## config.mk

```make
export PLATFORM = sky130hd
export DESIGN_NAME = stream_demux4_ctrl
export DESIGN_NICKNAME = d
export VERILOG_FILES = /design/src/rtl/stream_demux4_ctrl.sv
export SDC_FILE = /design/constraint.sdc
export NUM_CORES = 1
export LEC_CHECK = 0
export ABC_AREA = 1
export CAP_MARGIN = 20
export CORE_ASPECT_RATIO = 0.6
export CORE_UTILIZATION = 25
export CTS_CLUSTER_DIAMETER = 150
export DETAILED_ROUTE_END_ITERATION = 16
export GPL_ROUTABILITY_DRIVEN = 0
export PLACE_DENSITY_LB_ADDON = 0.12
export SKIP_CTS_REPAIR_TIMING = 1
export SLEW_MARGIN = 20
export SYNTH_ARGS = -nofsm -noshare
export SYNTH_HDL_FRONTEND = slang
export SYNTH_SLANG_ARGS = --single-unit
```

## constraint.sdc

```tcl
create_clock -name clk -period 2.9 [get_ports clk]
set_clock_uncertainty 0.2 [all_clocks]
set_input_delay 0.435 -clock clk [delete_from_list [all_inputs] [get_ports clk]]
set_output_delay 0.435 -clock clk [all_outputs]
set_load 0.01 [all_outputs]
```

## src/rtl/stream_demux4_ctrl.sv

```systemverilog
// -----------------------------------------------------------------------------
// stream_demux4_ctrl
//
// Steering stage in front of a 1-to-4 combinational demux. A single
// valid/ready word stream is split into packets (delimited by in_last). Each
// packet is sent to one lane, and that lane is held for the whole packet. The
// lane comes from in_dest (MODE=0) or from a round-robin scan over the enabled
// lanes (MODE=1). Words pass through a one-entry output register. This gives
// one word per cycle when the selected lane's ready is held high.
//
// Ports
//   clk, rst          clock (rising edge), synchronous active-high reset
//   in_valid/in_ready input handshake; a word is accepted when both are high
//   in_data[W-1:0]    input word
//   in_last           last word of the packet
//   in_dest[1:0]      destination lane, MODE=0, sampled on the first word
//   lane_en[3:0]      lane enable mask, sampled only at packet start
//   out_data[W-1:0]   registered word, shared by all lanes
//   out_last          registered last flag
//   out_valid[3:0]    one-hot lane valid, all zero when the register is empty
//   out_ready[3:0]    per-lane ready; only the selected lane's bit is used
//   sel[1:0]          current lane, drives the demux select
//   strobe            high when a word is held, drives the demux data input
//   busy              high while a packet is open
// -----------------------------------------------------------------------------
module stream_demux4_ctrl #(
    parameter int W    = 8,
    parameter int MODE = 0
) (
    input  logic         clk,
    input  logic         rst,
    input  logic         in_valid,
    output logic         in_ready,
    input  logic [W-1:0] in_data,
    input  logic         in_last,
    input  logic [1:0]   in_dest,
    input  logic [3:0]   lane_en,
    output logic [W-1:0] out_data,
    output logic         out_last,
    output logic [3:0]   out_valid,
    input  logic [3:0]   out_ready,
    output logic [1:0]   sel,
    output logic         strobe,
    output logic         busy
);

    typedef enum logic {
        IDLE = 1'b0,
        BUSY = 1'b1
    } state_t;

    state_t         state_reg, state_next;
    logic [1:0]     sel_reg, sel_next;
    logic [1:0]     rr_ptr_reg, rr_ptr_next;
    logic           valid_reg, valid_next;
    logic [W-1:0]   data_reg, data_next;
    logic           last_reg, last_next;

    // Round-robin scan. The enable mask is rotated so that bit 0 is the lane
    // at rr_ptr. The lowest set bit is then the first enabled lane at or after
    // the pointer.
    logic [3:0]     rot_en;
    logic [1:0]     rr_off;
    logic [1:0]     rr_lane;
    logic           rr_ok;

    genvar gi;
    generate
        for (gi = 0; gi < 4; gi++) begin : g_rot
            assign rot_en[gi] = lane_en[rr_ptr_reg + 2'(gi)];
        end
    endgenerate

    always_comb begin
        rr_off = 2'd0;
        for (int i = 3; i >= 0; i--) begin
            if (rot_en[i]) begin
                rr_off = 2'(i);
            end
        end
        rr_lane = rr_ptr_reg + rr_off;
        rr_ok   = |rot_en;
    end

    // Lane proposed for a packet that starts this cycle.
    logic [1:0] pick_lane;
    logic       pick_ok;

    assign pick_lane = (MODE == 1) ? rr_lane : in_dest;
    assign pick_ok   = (MODE == 1) ? rr_ok   : lane_en[in_dest];

    // In BUSY the lane is locked, so in_dest and lane_en no longer matter.
    logic       lane_ok;
    logic [1:0] lane_now;
    logic       drain_ok;
    logic       accept;

    assign lane_ok  = (state_reg == BUSY) ? 1'b1    : pick_ok;
    assign lane_now = (state_reg == BUSY) ? sel_reg : pick_lane;
    // The register can take a new word if it is empty, or if the word it
    // holds leaves on this same edge.
    assign drain_ok = !valid_reg || out_ready[sel_reg];
    assign in_ready = lane_ok && drain_ok;
    assign accept   = in_valid && in_ready;

    always_comb begin
        state_next  = state_reg;
        sel_next    = sel_reg;
        rr_ptr_next = rr_ptr_reg;
        valid_next  = valid_reg;
        data_next   = data_reg;
        last_next   = last_reg;

        if (accept) begin
            valid_next = 1'b1;
            data_next  = in_data;
            last_next  = in_last;
            // sel changes only on an accept. An accept with a word still held
            // needs that word to be draining, so sel cannot move under a
            // stalled word.
            sel_next   = lane_now;
            if (in_last) begin
                state_next = IDLE;
                if (MODE == 1) begin
                    rr_ptr_next = lane_now + 2'd1;
                end
            end else begin
                state_next = BUSY;
            end
        end else if (valid_reg && out_ready[sel_reg]) begin
            valid_next = 1'b0;
        end
    end

    always_ff @(posedge clk) begin
        if (rst) begin
            state_reg  <= IDLE;
            sel_reg    <= 2'd0;
            rr_ptr_reg <= 2'd0;
            valid_reg  <= 1'b0;
            data_reg   <= '0;
            last_reg   <= 1'b0;
        end else begin
            state_reg  <= state_next;
            sel_reg    <= sel_next;
            rr_ptr_reg <= rr_ptr_next;
            valid_reg  <= valid_next;
            data_reg   <= data_next;
            last_reg   <= last_next;
        end
    end

    assign out_data  = data_reg;
    assign out_last  = last_reg;
    assign out_valid = valid_reg ? (4'b0001 << sel_reg) : 4'b0000;
    assign sel       = sel_reg;
    assign strobe    = valid_reg;
    assign busy      = (state_reg == BUSY);

endmodule

```

==> flow_summary.json, run 1 <==
{
  "status": "complete, no violations",
  "slew_headroom_pct": 76.7,
  "synth_top_family_by_area": "simple AND/OR/NAND/NOR gates",
  "drc": 0,
  "fin_tns_setup_ns": 0,
  "ys_seq_area_share_pct": 37.7,
  "antenna_left": 0,
  "postLayoutSetupSlackWorst_ns": 0.313,
  "power_density_nw_per_um2": 454,
  "pin_count": 40,
  "grt_overflow": 0,
  "n_fill_cell": 272,
  "regToRegSetupSlack_ns": 1.37,
  "start_kind": "primary input",
  "yosysTopAreaCell": "dfxtp_1",
  "m1WireLength_um": 809,
  "placementRows": 14,
  "core-area_um2": 2560,
  "dp_slack_ns": 0.301,
  "initial_utilization_pct": 27.0,
  "post-route-min-period_ns": 2.59,
  "cts_tree": "built",
  "final_nets": 171,
  "cts-buffers-inserted": 3,
  "grt_max_degree": 20,
  "dr.pass1.iters": 4,
  "syn-num-nets": 129,
  "portBuffers": 39,
  "wl_um": 1660,
  "htree_levels": 1,
  "synth_area_leaders": "dfxtp_1 (38%), nand2_1 (18%), nor2_1 (11%), inv_1 (11%), nand3_4 (5.1%)",
  "drtIter0Drc": 27,
  "dp_hpwl_um": 1320,
  "timing.final.crit_share_pct": 89.2,
  "timing.rr.start": "sel[0]",
  "synthMuxAreaShare_pct": 0,
  "synthAdderAreaFrac_pct": 0,
  "worstPathArrival_ns": 1.95,
  "vias": 730,
  "fmax_mhz": 387,
  "ys_ff_latch": 13,
  "grt_usage_pct": 12.6,
  "dr.max_layer_used": "met3",
  "cts_root_buf": "clkbuf_8",
  "worst-endpoint-required_ns": 2.27,
  "synth-compound-area-share_pct": 2.00,
  "min_path_type": "reg2reg",
  "cts.path.max_buffers": 2,
  "wl_per_cell_um": 9.21,
  "wl_met2_um": 737,
  "synth_cells": 107,
  "drive_gt1_share_pct": 7.43,
  "die_w_um": 69.8,
  "antenna_found_initial": 0,
  "via_per_inst": 4.06,
  "drv_cap": 0,
  "post-synth-top-area-fraction_pct": 37.7,
  "min_to": "busy",
  "hp-start": "busy",
  "end_kind": "output port",
  "grt_pass1_wl_um": 2860,
  "largest_reg_flops": 8,
  "whs_path_depth": 2,
  "syn_area_per_cell_um2": 6.44,
  "synth_area_um2": 689,
  "synth_cell_types": 17,
  "synth_xor_area_share_pct": 0,
  "die_h_um": 42.7,
  "register_area_um2": 260,
  "cellLeakagePower_nw": 0.537,
  "ir_drop_mv": 0.213,
  "crit_type": "in2out",
  "worst_pin_slew_ns": 0.349,
  "setup_violations": 0,
  "dieArea_um2": 2980,
  "ys_warn_count": 0,
  "grt_pass1_vias": 658,
  "area_growth_pct": 66.2,
  "worst-path-max-fanout": 4,
  "num_antenna_cells": 0,
  "clk_latency_ns": 0.24,
  "yosys.area_share.simple_pct": 46.1,
  "rsz0062_at_grt": "no",
  "slew_viol_final": 0,
  "wl_met3_um": 110,
  "hold_violations": 0,
  "clock-sinks": 13,
  "reg2reg_depth": 9,
  "reg2reg_to": "out_data[7]",
  "clk_pin_slew_ns": 0.05,
  "multi_input_area_um2": 332
}
worst max-delay path, stage by stage:
cell	delay (ns)
clkdlybuf4s50_1	0.51
inv_1	0.07
nand2_1	0.06
nand3_1	0.10
nand3_2	0.13
and2_1	0.13
clkdlybuf4s50_1	0.52
synthesized netlist by cell type:
library cell and count:
a21oi_1 1, nand4_1 2, and2_1 1, nand3_1 1, inv_1 20, nand2_1 33, nand3b_1 1, clkbuf_1 1
nor3_1 4, nand2_2 3, buf_8 1, a21oi_2 1, nand3_4 2, dfxtp_1 13, inv_2 1, nor2_1 21
nand3_2 1
where the power goes:
group / internal [W] / switching (W) / total (W)
Combinational: 0.0000844 / 0.0000703 / 0.000155
Sequential: 0.000196 / 0.0000129 / 0.000209
Clock: 0.0000968 / 0.0000600 / 0.000157
how the worst max path moves through the flow:
stage | startpoint | to | slack [ns] | cells past startpoint
floorplan | sel[0] | in_ready | 1.31 | 6
global placement | in_dest[0] | in_ready | 0.33 | 7
detailed placement | in_dest[0] | in_ready | 0.30 | 7
CTS | in_dest[0] | in_ready | 0.30 | 7
global route | in_dest[0] | in_ready | 0.19 | 7
finish | in_dest[0] | in_ready | 0.31 | 7
area by class of cell:
cell class	count	area share, %
Sequential cell	13	22.7
Inverter	21	6.88
Tap cell	32	3.49
Multi-Input combinational cell	71	28.9
Clock buffer	4	3.93
Timing Repair Buffer	39	34.1
per-layer routing:
layer / vias to the layer above / global-route usage, %
met5: - / 0
met4: 0 / 3.60
met3: 0 / 6.18
met2: 20 / 19.8
met1: 316 / 15.4
li1: 394 / -
layout by cell type (no fill, tap or decap):
master           instances
nand3_1                  1
nor2_1                  21
nand2_1                 33
inv_1                   20
dfxtp_1                 13
and2_1                   1
a21oi_2                  1
nor3_1                   4
clkdlybuf4s50_1         39
nand4_1                  2
nand3_2                  1
nand3_4                  2
nand2_2                  3
a21oi_1                  1
clkbuf_1                 1
inv_2                    1
nand3b_1                 1
clkbuf_8                 3
per-stage QoR:
| step | instance area (um^2) | util, % | hold slack, ns | std cells | total power (W) |
|---|---|---|---|---|---|
| 6_report | 1150 | 44.8 | 0.293 | 180 | 0.000521 |
| 5_1_grt | 1150 | 44.8 | 0.306 | 180 | 0.000561 |
| 4_1_cts | 1150 | 44.8 | 0.298 | 180 | 0.000532 |
| 3_5_place_dp | 1100 | 43.1 | 0.289 | 176 | 0.000369 |
| 3_3_place_gp | 1100 | 43.1 | 0.283 | 176 | 0.000367 |
| 2_1_floorplan | 689 | - | 0.293 | 107 | 0.000290 |
logic make-up after synthesis:
kind of cell	count (synthesis)
and+or+nand+nor	69
DFF	13
buffers and inverters	23
AOI/OAI and AO/OA	2
Note: power is estimated with default switching activity, not from simulation.
==> run 2, diff against run 1 <==
--- a/config.mk
+++ b/config.mk
@@ -13,6 +13,7 @@
 export DETAILED_ROUTE_END_ITERATION = 16
 export GPL_ROUTABILITY_DRIVEN = 0
 export PLACE_DENSITY_LB_ADDON = 0.12
+export RECOVER_POWER = 25
 export SKIP_CTS_REPAIR_TIMING = 1
 export SLEW_MARGIN = 20
 export SYNTH_ARGS = -nofsm -noshare
==> run 2 against run 1 <==
  * Final cell count is the same
  * Combinational power fell by 3%
  * Critical path depth stayed put
  * Core utilization stayed put
  * Critical path type unchanged
  * Final area is the same
  * Routed wire length grew 0.12%
  * Total power decreased by 0.68%
  * Via count decreased by 0.55%
  * Non-clock buffer count is the same
  * Worst setup slack is the same
==> flow_summary.json, run 2 (synthesized netlist as in run 1, its figures left out) <==
{
  "status": "complete, no violations",
  "end_kind": "output port",
  "clk_pin_slew_ns": 0.05,
  "dr.pass1.iters": 4,
  "grt_pass1_wl_um": 2860,
  "start_kind": "primary input",
  "min_path_type": "reg2reg",
  "postPlaceCellArea_um2": 1100,
  "mostFrequentLayoutCell": "nand2_1",
  "num_antenna_cells": 0,
  "wl_um": 1660,
  "grt_usage_pct": 12.6,
  "cts_tree": "built",
  "grt_pass1_vias": 658,
  "area_growth_pct": 66.2,
  "initial_utilization_pct": 27.0,
  "die_h_um": 42.7,
  "timing.final.crit_share_pct": 89.2,
  "dieArea_um2": 2980,
  "hold_violations": 0,
  "dp_hpwl_um": 1320,
  "ir_drop_mv": 0.214,
  "antenna_found_initial": 0,
  "worstPathArrival_ns": 1.95,
  "crit_chain": "clkdlybuf4s50_1 > inv_1 > nand2_1 > nand3_1 > nand3_2 > and2_1 > clkdlybuf4s50_1",
  "combPwrFrac_pct": 29.2,
  "via_per_inst": 4.03,
  "post-route-min-period_ns": 2.59,
  "fin_area_um2": 1150,
  "power_frac_seq_pct": 40.4,
  "setup_violations": 0,
  "fin_tns_setup_ns": 0,
  "worstPathBufferInverterCount": 3,
  "worst_pin_slew_ns": 0.349,
  "regToRegSetupSlack_ns": 1.38,
  "slew_headroom_pct": 76.7,
  "crit_family": "buffers and inverters",
  "placementRows": 14,
  "fmax_mhz": 387,
  "rsz0062_at_grt": "no",
  "clockPowerShare_pct": 30.4,
  "slew_viol_final": 0,
  "postLayoutSetupSlackWorst_ns": 0.313,
  "drv_cap": 0,
  "drtIter0Drc": 28,
  "vias": 726,
  "grt_overflow": 0,
  "die_w_um": 69.8,
  "antenna_left": 0,
  "clock-sinks": 13,
  "largest_reg_flops": 8,
  "grt_max_degree": 20,
  "drc": 0,
  "power_density_nw_per_um2": 451,
  "cellLeakagePower_nw": 0.555,
  "worst-path-max-fanout": 4,
  "pin_count": 40,
  "cts.path.max_buffers": 2,
  "cpMostUsedCell": "clkdlybuf4s50_1",
  "cp_slowest_cell": "clkdlybuf4s50_1",
  "drive_gt1_share_pct": 7.43,
  "wl_per_cell_um": 9.22,
  "cts-buffers-inserted": 3,
  "clk_latency_ns": 0.24,
  "swShare_pct": 27.7,
  "cts_root_buf": "clkbuf_8",
  "cp_slowest_stage_delay_ns": 0.52,
  "final_nets": 171,
  "htree_levels": 1,
  "final_cell_mix": "nand2_1 (33), clkdlybuf4s50_1 (32), nor2_1 (21)",
  "dp_slack_ns": 0.301,
  "portBuffers": 39,
  "internal-power_w": 0.000374,
  "switching_power_w": 0.000143,
  "core-area_um2": 2560,
  "crit_type": "in2out",
  "worst-endpoint-required_ns": 2.27
}
## run 2: metrics by stage
step	hold slack [ns]	util, %	total power [W]	instances
global route	0.306	44.8	0.000557	180
CTS	0.298	44.8	0.000532	180
floorplan	0.293	-	0.000290	107
finish	0.293	44.8	0.000517	180
detailed placement	0.289	43.1	0.000369	176
global placement	0.283	43.1	0.000367	176
## run 2: power by group through the flow
stage               clock network, W  logic [W]  registers (W)
floorplan                          0  0.0000698       0.000220
finish                      0.000157   0.000151       0.000209
global route                0.000177   0.000170       0.000211
detailed placement                 0   0.000156       0.000213
CTS                         0.000166   0.000157       0.000209
global placement                   0   0.000154       0.000212
## run 2: cell type report
cell class | count | area (um^2)
clock buffers | 4 | 45.0
fillers | 272 | 1410
inverters | 21 | 78.8
multi-input cells | 71 | 332
flip-flops and latches | 13 | 260
well taps | 32 | 40.0
repair buffers | 39 | 390
## run 2: worst register-to-register path, delay by kind of cell, from the launching register on
| kind | cells | cell delay [ns] |
|---|---|---|
| AND/OR/NAND/NOR | 8 | 0.69 |
| flip-flops | 1 | 0.43 |
| buffers and inverters | 1 | 0.10 |
## run 2: per-layer routing
layer,global-route usage (%),routed length [um],vias to the layer above
li1,-,-,394
met1,15.4,813,312
met4,3.60,0,0
met2,19.8,736,20
met5,0,0,-
met3,6.18,110,0
## run 2: final timing paths
path	start	depth (start not counted)	endpoint
max	in_dest[0]	7	in_ready
min	busy	2	busy
max reg2reg	sel[0]	9	out_data[7]
min reg2reg	busy	2	busy
==> run 3, diff against run 2 <==
--- a/config.mk
+++ b/config.mk
@@ -9,7 +9,7 @@
 export CAP_MARGIN = 20
 export CORE_ASPECT_RATIO = 0.6
 export CORE_UTILIZATION = 25
-export CTS_CLUSTER_DIAMETER = 150
+export CTS_CLUSTER_DIAMETER = 50
 export DETAILED_ROUTE_END_ITERATION = 16
 export GPL_ROUTABILITY_DRIVEN = 0
 export PLACE_DENSITY_LB_ADDON = 0.12
==> results of run 3 <==
The final DEF is identical to that of run 2; final timing and power are the same.
